### src/rtl/bcd_display_scanner.sv
// bcd_display_scanner: iterative binary-to-BCD converter (shift-add-3) feeding a
// time-multiplexed common-segment seven-segment display.
// Optional feature macro: DISPLAY_LZB_EN enables leading-zero blanking.
module bcd_display_scanner #(
    parameter int unsigned WIDTH    = 10,
    parameter int unsigned DIGITS   = 3,
    parameter int unsigned SCAN_DIV = 1000
) (
    input  logic              clk,
    input  logic              rst_n,
    input  logic [WIDTH-1:0]  num,
    input  logic              load,
    output logic              busy,
    output logic              done,
    output logic              overflow,
    output logic [6:0]        seg,
    output logic [DIGITS-1:0] an
);

    localparam int unsigned BW = 4 * DIGITS;
    localparam int unsigned CW = $clog2(WIDTH + 1);
    localparam int unsigned PW = (SCAN_DIV > 1) ? $clog2(SCAN_DIV) : 1;
    localparam int unsigned IW = (DIGITS > 1) ? $clog2(DIGITS) : 1;

    typedef enum logic [1:0] {
        StIdle,
        StShift,
        StCommit
    } state_e;

    // Conversion state
    state_e         state_q, state_d;
    logic [CW-1:0]  cnt_q, cnt_d;
    logic [WIDTH-1:0] bin_q, bin_d;
    logic [BW-1:0]  bcd_q, bcd_d;
    logic [BW-1:0]  bcd_adj;
    logic           acc_q, acc_d;
    logic [BW-1:0]  disp_q, disp_d;
    logic           valid_q, valid_d;
    logic           ovf_q, ovf_d;
    logic           done_q, done_d;
    logic           busy_q, busy_d;

    // Scan state
    logic [PW-1:0]     pre_q, pre_d;
    logic [IW-1:0]     idx_q, idx_d;
    logic [6:0]        seg_q, seg_d;
    logic [DIGITS-1:0] an_q, an_d;
    logic [3:0]        cur_digit;
    logic              blank;

    // Segment pattern {g,f,e,d,c,b,a}; codes above 9 never reach the display.
    function automatic logic [6:0] seg_of(input logic [3:0] d);
        logic [6:0] s;
        case (d)
            4'd0:    s = 7'b0111111;
            4'd1:    s = 7'b0000110;
            4'd2:    s = 7'b1011011;
            4'd3:    s = 7'b1001111;
            4'd4:    s = 7'b1100110;
            4'd5:    s = 7'b1101101;
            4'd6:    s = 7'b1111101;
            4'd7:    s = 7'b0000111;
            4'd8:    s = 7'b1111111;
            4'd9:    s = 7'b1101111;
            default: s = 7'b0000000;
        endcase
        return s;
    endfunction

    // Next-state logic for the load/shift/commit conversion FSM
    always_comb begin
        state_d = state_q;
        cnt_d   = cnt_q;
        bin_d   = bin_q;
        bcd_d   = bcd_q;
        acc_d   = acc_q;
        disp_d  = disp_q;
        valid_d = valid_q;
        ovf_d   = ovf_q;
        done_d  = 1'b0;

        // Add-3 correction applied before every shift
        bcd_adj = bcd_q;
        for (int i = 0; i < int'(DIGITS); i++) begin
            if (bcd_q[4*i +: 4] >= 4'd5) begin
                bcd_adj[4*i +: 4] = bcd_q[4*i +: 4] + 4'd3;
            end
        end

        unique case (state_q)
            StIdle: begin
                if (load) begin
                    bin_d   = num;
                    bcd_d   = '0;
                    acc_d   = 1'b0;
                    cnt_d   = '0;
                    state_d = StShift;
                end
            end
            StShift: begin
                bcd_d = {bcd_adj[BW-2:0], bin_q[WIDTH-1]};
                bin_d = bin_q << 1;
                // A carry out of the top digit means the value is >= 10^DIGITS
                if (bcd_adj[BW-1]) begin
                    acc_d = 1'b1;
                end
                cnt_d = cnt_q + CW'(1);
                if (cnt_q == CW'(WIDTH - 1)) begin
                    state_d = StCommit;
                end
            end
            StCommit: begin
                disp_d  = bcd_q;
                ovf_d   = acc_q;
                valid_d = 1'b1;
                done_d  = 1'b1;
                state_d = StIdle;
            end
            default: begin
                state_d = StIdle;
            end
        endcase

        busy_d = (state_d != StIdle);
    end

    // Conversion FSM and its registered outputs
    always_ff @(posedge clk or negedge rst_n) begin
        if (!rst_n) begin
            state_q <= StIdle;
            cnt_q   <= '0;
            bin_q   <= '0;
            bcd_q   <= '0;
            acc_q   <= 1'b0;
            disp_q  <= '0;
            valid_q <= 1'b0;
            ovf_q   <= 1'b0;
            done_q  <= 1'b0;
            busy_q  <= 1'b0;
        end else begin
            state_q <= state_d;
            cnt_q   <= cnt_d;
            bin_q   <= bin_d;
            bcd_q   <= bcd_d;
            acc_q   <= acc_d;
            disp_q  <= disp_d;
            valid_q <= valid_d;
            ovf_q   <= ovf_d;
            done_q  <= done_d;
            busy_q  <= busy_d;
        end
    end

    // Free-running prescaler; the digit index steps on its terminal count
    always_comb begin
        pre_d = pre_q + PW'(1);
        idx_d = idx_q;
        if (pre_q == PW'(SCAN_DIV - 1)) begin
            pre_d = '0;
            idx_d = (idx_q == IW'(DIGITS - 1)) ? '0 : idx_q + IW'(1);
        end
    end

    // Scanner counters, never disturbed by conversion activity
    always_ff @(posedge clk or negedge rst_n) begin
        if (!rst_n) begin
            pre_q <= '0;
            idx_q <= '0;
        end else begin
            pre_q <= pre_d;
            idx_q <= idx_d;
        end
    end

`ifdef DISPLAY_LZB_EN
    logic [DIGITS-1:0] lead_zero;
    logic              seen_nz;

    // Mark digits above the most significant nonzero one; units always shown
    always_comb begin
        seen_nz   = 1'b0;
        lead_zero = '0;
        for (int i = int'(DIGITS) - 1; i >= 0; i--) begin
            if (disp_q[4*i +: 4] != 4'd0) begin
                seen_nz = 1'b1;
            end
            lead_zero[i] = !seen_nz && (i != 0);
        end
    end
`endif

    // Select the scanned digit and build the next segment/enable pattern
    always_comb begin
        cur_digit = 4'd0;
        blank     = 1'b0;
        an_d      = '0;
        for (int i = 0; i < int'(DIGITS); i++) begin
            if (IW'(i) == idx_q) begin
                cur_digit = disp_q[4*i +: 4];
`ifdef DISPLAY_LZB_EN
                blank     = lead_zero[i];
`endif
                an_d[i]   = valid_q;
            end
        end
        seg_d = (valid_q && !blank) ? seg_of(cur_digit) : 7'b0000000;
    end

    // Display output registers
    always_ff @(posedge clk or negedge rst_n) begin
        if (!rst_n) begin
            seg_q <= '0;
            an_q  <= '0;
        end else begin
            seg_q <= seg_d;
            an_q  <= an_d;
        end
    end

    assign busy     = busy_q;
    assign done     = done_q;
    assign overflow = ovf_q;
    assign seg      = seg_q;
    assign an       = an_q;

endmodule

### config.mk
export PLATFORM = sky130hd
export DESIGN_NAME = bcd_display_scanner
export DESIGN_NICKNAME = d
export VERILOG_FILES = /design/src/rtl/bcd_display_scanner.sv
export SDC_FILE = /design/constraint.sdc
export NUM_CORES = 1
export LEC_CHECK = 0
export CORE_MARGIN = 2
export CORE_UTILIZATION = 62
export DETAILED_ROUTE_END_ITERATION = 8
export PLACE_DENSITY_LB_ADDON = 0.15
export SLEW_MARGIN = 20
export SYNTH_ARGS = -nofsm -noshare
export SYNTH_HDL_FRONTEND = slang
export SYNTH_SLANG_ARGS = --single-unit
### constraint.sdc
create_clock -name clk -period 2.9 [get_ports clk]
set_clock_uncertainty 0.2 [all_clocks]
set_input_delay 0.58 -clock clk [delete_from_list [all_inputs] [get_ports clk]]
set_output_delay 0.58 -clock clk [all_outputs]
set_load 0.01 [all_outputs]
After elaboration in Yosys (flattened, before gate mapping)
Memories as Yosys holds them, arrays and structs flattened.
Cells that the tools add are included.
{ "totals": {"latch_bits": 0, "out_inout_bits": 13, "reg_bits": 67, "ramBits": 0, "mem_bits_ro": 112, "word_cells": 64, "n_memories": 1} }
{ "classes": {"n_mux": 25, "shifts": 0, "div_mod_pow": 0, "n_bitwise": 0, "n_mul": 0, "order_cmp": 3, "n_eq_ne": 9, "n_reduce_logical": 6, "add_sub_neg": 6} }
{ "memory_table": {"columns": ["memory", "words", "width", "read_ports", "rd_clocked_by_memory_dff", "wr", "line_no", "source"], "rows": [
  ["(no name shown)", 16, 7, 1, 0, 0, "55", "case (d)"]
]} }
{ "ops": {"columns": ["cell", "count"], "rows": [
  ["$mux W4", 7],
  ["$pmux W12 S2", 1],
  ["$mux W10", 2],
  ["$pmux W10 S2", 1],
  ["$add A4 B2 Y4 const B", 3],
  ["$ge A4 B3 Y1 const B", 3],
  ["$mux W12", 1],
  ["$add A10 B1 Y10 const B", 1],
  ["$eq A10 B10 Y1 const B", 1],
  ["$pmux W4 S2", 1],
  ["$mux W7", 1],
  ["$mux W1", 6],
  ["$mux W2", 3],
  ["$add A4 B1 Y4 const B", 1],
  ["$eq A2 B2 Y1 const B", 2],
  ["$eq A4 B4 Y1 const B", 1],
  ["$logic_not A2 Y1", 2],
  ["$ne A2 B2 Y1 const B", 2],
  ["$pmux W2 S2", 1],
  ["$reduce_bool A2 Y1", 2],
  ["$reduce_and A3 Y1", 1],
  ["$add A2 B1 Y2 const B", 1],
  ["$eq A1 B2 Y1 const A", 1],
  ["$eq A2 B1 Y1 const B", 1],
  ["other kinds (3)", 3]
]} }

Depth between registers and ports, before layout
An unclocked memory read counts as a cell.
{ "logic_depth": {"ltp_word": 6, "mapped_depth": 8, "depth_no_buf": 6} }

Least setup slack after synthesis
OpenSTA, ideal clock, no wires.
{ "synth_timing": {"kind": "register to register", "startpoint": "register idx_q[0]", "endpoint": "register seg_q[0], in the netlist seg[0]", "path_buffers": 1, "arrival_ns": 1.638, "setup_ns": 0.101, "synth_period_minus_slack_ns": 1.939, "path_stages_with_launch": 8, "slack_ns": 0.961, "cell_sequence": "dfrtp_1 buf_6 nor2b_2 o2bb2ai_1 inv_1 ha_1 mux2_2 o32ai_1"} }
{ "synth_between": {"elab_chain_len": 6} }
{ "synth_lines": {"columns": ["element", "line_no", "source"], "rows": [
  ["start: declaration", "46", "logic [IW-1:0] idx_q, idx_d;"],
  ["start signal: assignment", "172", "idx_q <= idx_d;"],
  ["$logic_not A2 Y1", "199", "if (IW'(i) == idx_q) begin"],
  ["$mux W4 (2 in a row)", "199", null],
  ["$mux W4 *", "199", null],
  ["$mem_v2 Z16 W7 *", null, null],
  ["$mux W7 *", "207", "seg_d = (valid_q && !blank) ? seg_of(cur_digit) : 7'b0000000;"],
  ["net seg_d[0]", "47", "logic [6:0] seg_q, seg_d;"],
  ["end signal: assignment", "216", "seg_q <= seg_d;"],
  ["end: declaration", "47", null]
]} }
Mark *: on every way through the listed nets, which the timed path passes. The rest lies on a longest branch.
A chain may end at the register's enable or synchronous reset.

Worst setup path in the final report
{ "layout_timing": {"startpoint": "register idx_q[1]", "endpoint": "register seg_q[3], in the netlist seg[3]"} }
Same word-level chain as after synthesis.

==> run_results.csv <==
group,metric,value,unit
sta,setup_viol,0,
logic_synthesis,syn_area_per_cell,10.8,um2
cells_and_area,n_fill_cell,403,
cts,root_buffer,"clkbuf_8",
sta,slew_viol_final,0,
logic_synthesis,yosysUniqueCellTypes,44,
logic_synthesis,synth-seq-area-share,0.515,
placement,place_hpwl,4000,um
routing,wl,5850,um
status,status,"finished, final reports clean",
routing,vias,2247,
routing,via_per_inst,5.59,
die,start_util,0.641,
cts,cts.sinks,67,
critical_path,critPathRequiredTime,2.93,ns
die,die_h,76.5,um
logic_synthesis,syn_inst,302,
cts,clk_latency,0.34,ns
die,core.rowCount,26,
critical_path,slowest_stage,"dfrtp_1",
routing,drc,0,
cts,h-tree-depth,3,
cts,post-cts-setup-buffers,0,
routing,drtAntennaViolNets,0,
cts,cts_resized,0,
critical_path,critPathBufInv,1,
critical_path,slowest_delay,0.56,ns
cells_and_area,regArea,0.00168,mm2
critical_path,worstPathArrival,2.33,ns
die,die_area,0.00584,mm2
cts,clock_path_buffers,2,
logic_synthesis,ys_seq_elements,67,
cells_and_area,drive_above_1_share,0.114,
cells_and_area,fin_nets,355,
cells_and_area,syn_to_final_growth,13.9,%
cts,path_clk_slew,0.07,ns
job,drv_cap,0,
cells_and_area,multi_input_area,0.00145,mm2
sta,fin_crit,2.30,ns
die,fp.dieW,76.5,um
pwr,p_leak,1.68,nW
placement,placedCellCount,387,
cells_and_area,instances_no_fill,402,
critical_path,crit_family,"flip-flops",
pwr,power,3.45,mW
critical_path,critical_path_class,"register to register",
routing,first_iter_violations,66,
routing,routedWlPerCell,14.6,um
grt,grt_max_degree,68,
placement,io_buffer_count,25,
sta,worstMarginPinSlew,0.812,ns
die,ios,26,
grt,grt_pass1_wl,10600,um
logic_synthesis,synth_warnings,0,
sta,tns,0,ns
logic_synthesis,syn_nets,329,
critical_path,start_kind,"register",
sta,hold_viol,0,
sta,min_period_over_period,0.792,
critical_path,worstSetupEndpointType,"register",
pwr,peakVddDrop,0.000667,V
cells_and_area,antennaDiodeCount,0,
cts,cts_tree,"built",
sta,relSlewSlack,0.458,
pwr,power_density,932,mW/mm2
placement,place_ws,0.589,ns
sta,setup_slack,0.603,ns
die,core_region_area,0.00507,mm2
grt,gr-total-overflow,0,
grt,grt.total_usage,0.229,
sta,rsz0062_at_grt,"false",
sta,max_freq,435,MHz
cts,cts_buffers,9,
routing,drt-pass1-iter-count,4,
logic_synthesis,synth_area,0.00325,mm2
hold_path,holdCritPathClass,"primary input to async pin",
critical_path,crit_chain,"nor2b_2, o2bb2ai_1, inv_1, ha_1, mux2_2, o32ai_1",
grt,grt_pass1_vias,2235,
placement,place_congestion,0.892,
grt,antenna_found_initial,0,
critical_path,path_max_fanout,11,
cells_and_area,fin_util,0.730,
cts,holdBufCountCts,0,
synthesized netlist by cell type (all sizes together):
library cell | count | area share
a32o | 3 | 0.0092
or2 | 1 | 0.0019
a22oi | 9 | 0.021
nand2b | 5 | 0.0096
nand4 | 1 | 0.0019
o31ai | 3 | 0.0069
a21oi | 18 | 0.028
o21a | 1 | 0.0023
o2bb2ai | 2 | 0.0054
or3b | 1 | 0.0027
a21boi | 2 | 0.0046
o32ai | 4 | 0.011
nor3 | 4 | 0.0062
o21ai | 27 | 0.042
xnor2 | 6 | 0.016
nor3b | 2 | 0.0046
ha | 14 | 0.054
nor2 | 13 | 0.017
clkbuf | 7 | 0.0081
and2b | 1 | 0.0027
dfrtp | 67 | 0.52
and3 | 2 | 0.0042
o22ai | 5 | 0.0096
inv | 14 | 0.016
a22o | 4 | 0.011
or3 | 2 | 0.0054
nor2b | 14 | 0.028
mux2i | 9 | 0.029
and2 | 1 | 0.0019
a2bb2oi | 3 | 0.013
nand2 | 22 | 0.025
buf | 8 | 0.016
a21o | 2 | 0.0046
mux2 | 11 | 0.038
nand4b | 1 | 0.0027
nand3 | 8 | 0.012
xor2 | 5 | 0.013
cells by family after synthesis:
logic type | Yosys count | synth area share
xor+xnor | 11 | 0.0296
simple gates | 78 | 0.126
buf+inv | 29 | 0.0404
flops | 67 | 0.515
mux | 20 | 0.0669
fa+ha+maj | 14 | 0.0538
compound gates | 83 | 0.168
area by class of cell:
type,instances,area share
Sequential cell,67,0.452
Multi-Input combinational cell,206,0.390
Timing Repair Buffer,30,0.0763
Clock buffer,12,0.0392
Tap cell,70,0.0236
Inverter,14,0.0142
Clock inverter,3,0.00405
per-stage QoR:
| step | hold slack [ns] | area (um2) |
|---|---|---|
| floorplan | 0.0844 | 3250 |
| global placement | 0.269 | 3550 |
| detailed placement | 0.278 | 3550 |
| CTS | 0.250 | 3710 |
| global route | 0.311 | 3710 |
| finish | 0.209 | 3710 |
cells in the final DEF (no fill, tap or decap), types with 6 or more instances in the layout:
master	count
a21oi_1	18
ha_1	14
nor2b_1	13
nand3_1	8
nand2_1	22
mux2_2	11
o21ai_0	27
mux2i_1	8
clkdlybuf4s50_1	24
a22oi_1	9
nor2_1	12
xnor2_1	6
dfrtp_1	67
inv_1	14
clkbuf_8	10
registers in the layout, indices dropped and copies added (netlist names):
signal,flops
cnt_q,4
idx_q,2
disp_q,12
seg,7
an,3
busy,1
done,1
acc_q,1
state_q,2
valid_q,1
bcd_q,12
bin_q,10
pre_q,10
overflow,1
power by group:
group	leakage (nW)	switching [mW]	internal, mW	total (mW)
combinational	0.720	0.665	0.641	1.31
clock	0.0860	0.330	0.325	0.655
sequential	0.869	0.255	1.24	1.49
total	1.68	1.25	2.20	3.45
path summary, 6_finish.rpt:
path,start,end,slack (ns),cells after the start
min,rst_n,seg[6],0.21,2
min in group clk,disp_q[4],disp_q[4],0.29,2
max in group asynchronous,rst_n,bcd_q[1],1.75,2
max reg2reg,idx_q[1],seg[3],0.60,6
max,idx_q[1],seg[3],0.60,6
min reg2reg,disp_q[4],disp_q[4],0.29,2
layer usage:
metal	up-vias	routed length (um)	GRT usage
met5	-	0	0
li1	1112	-	-
met1	1090	2720	0.299
met3	11	145	0.0498
met4	0	129	0.116
met2	34	2860	0.364
(Power assumes the default switching activity.)
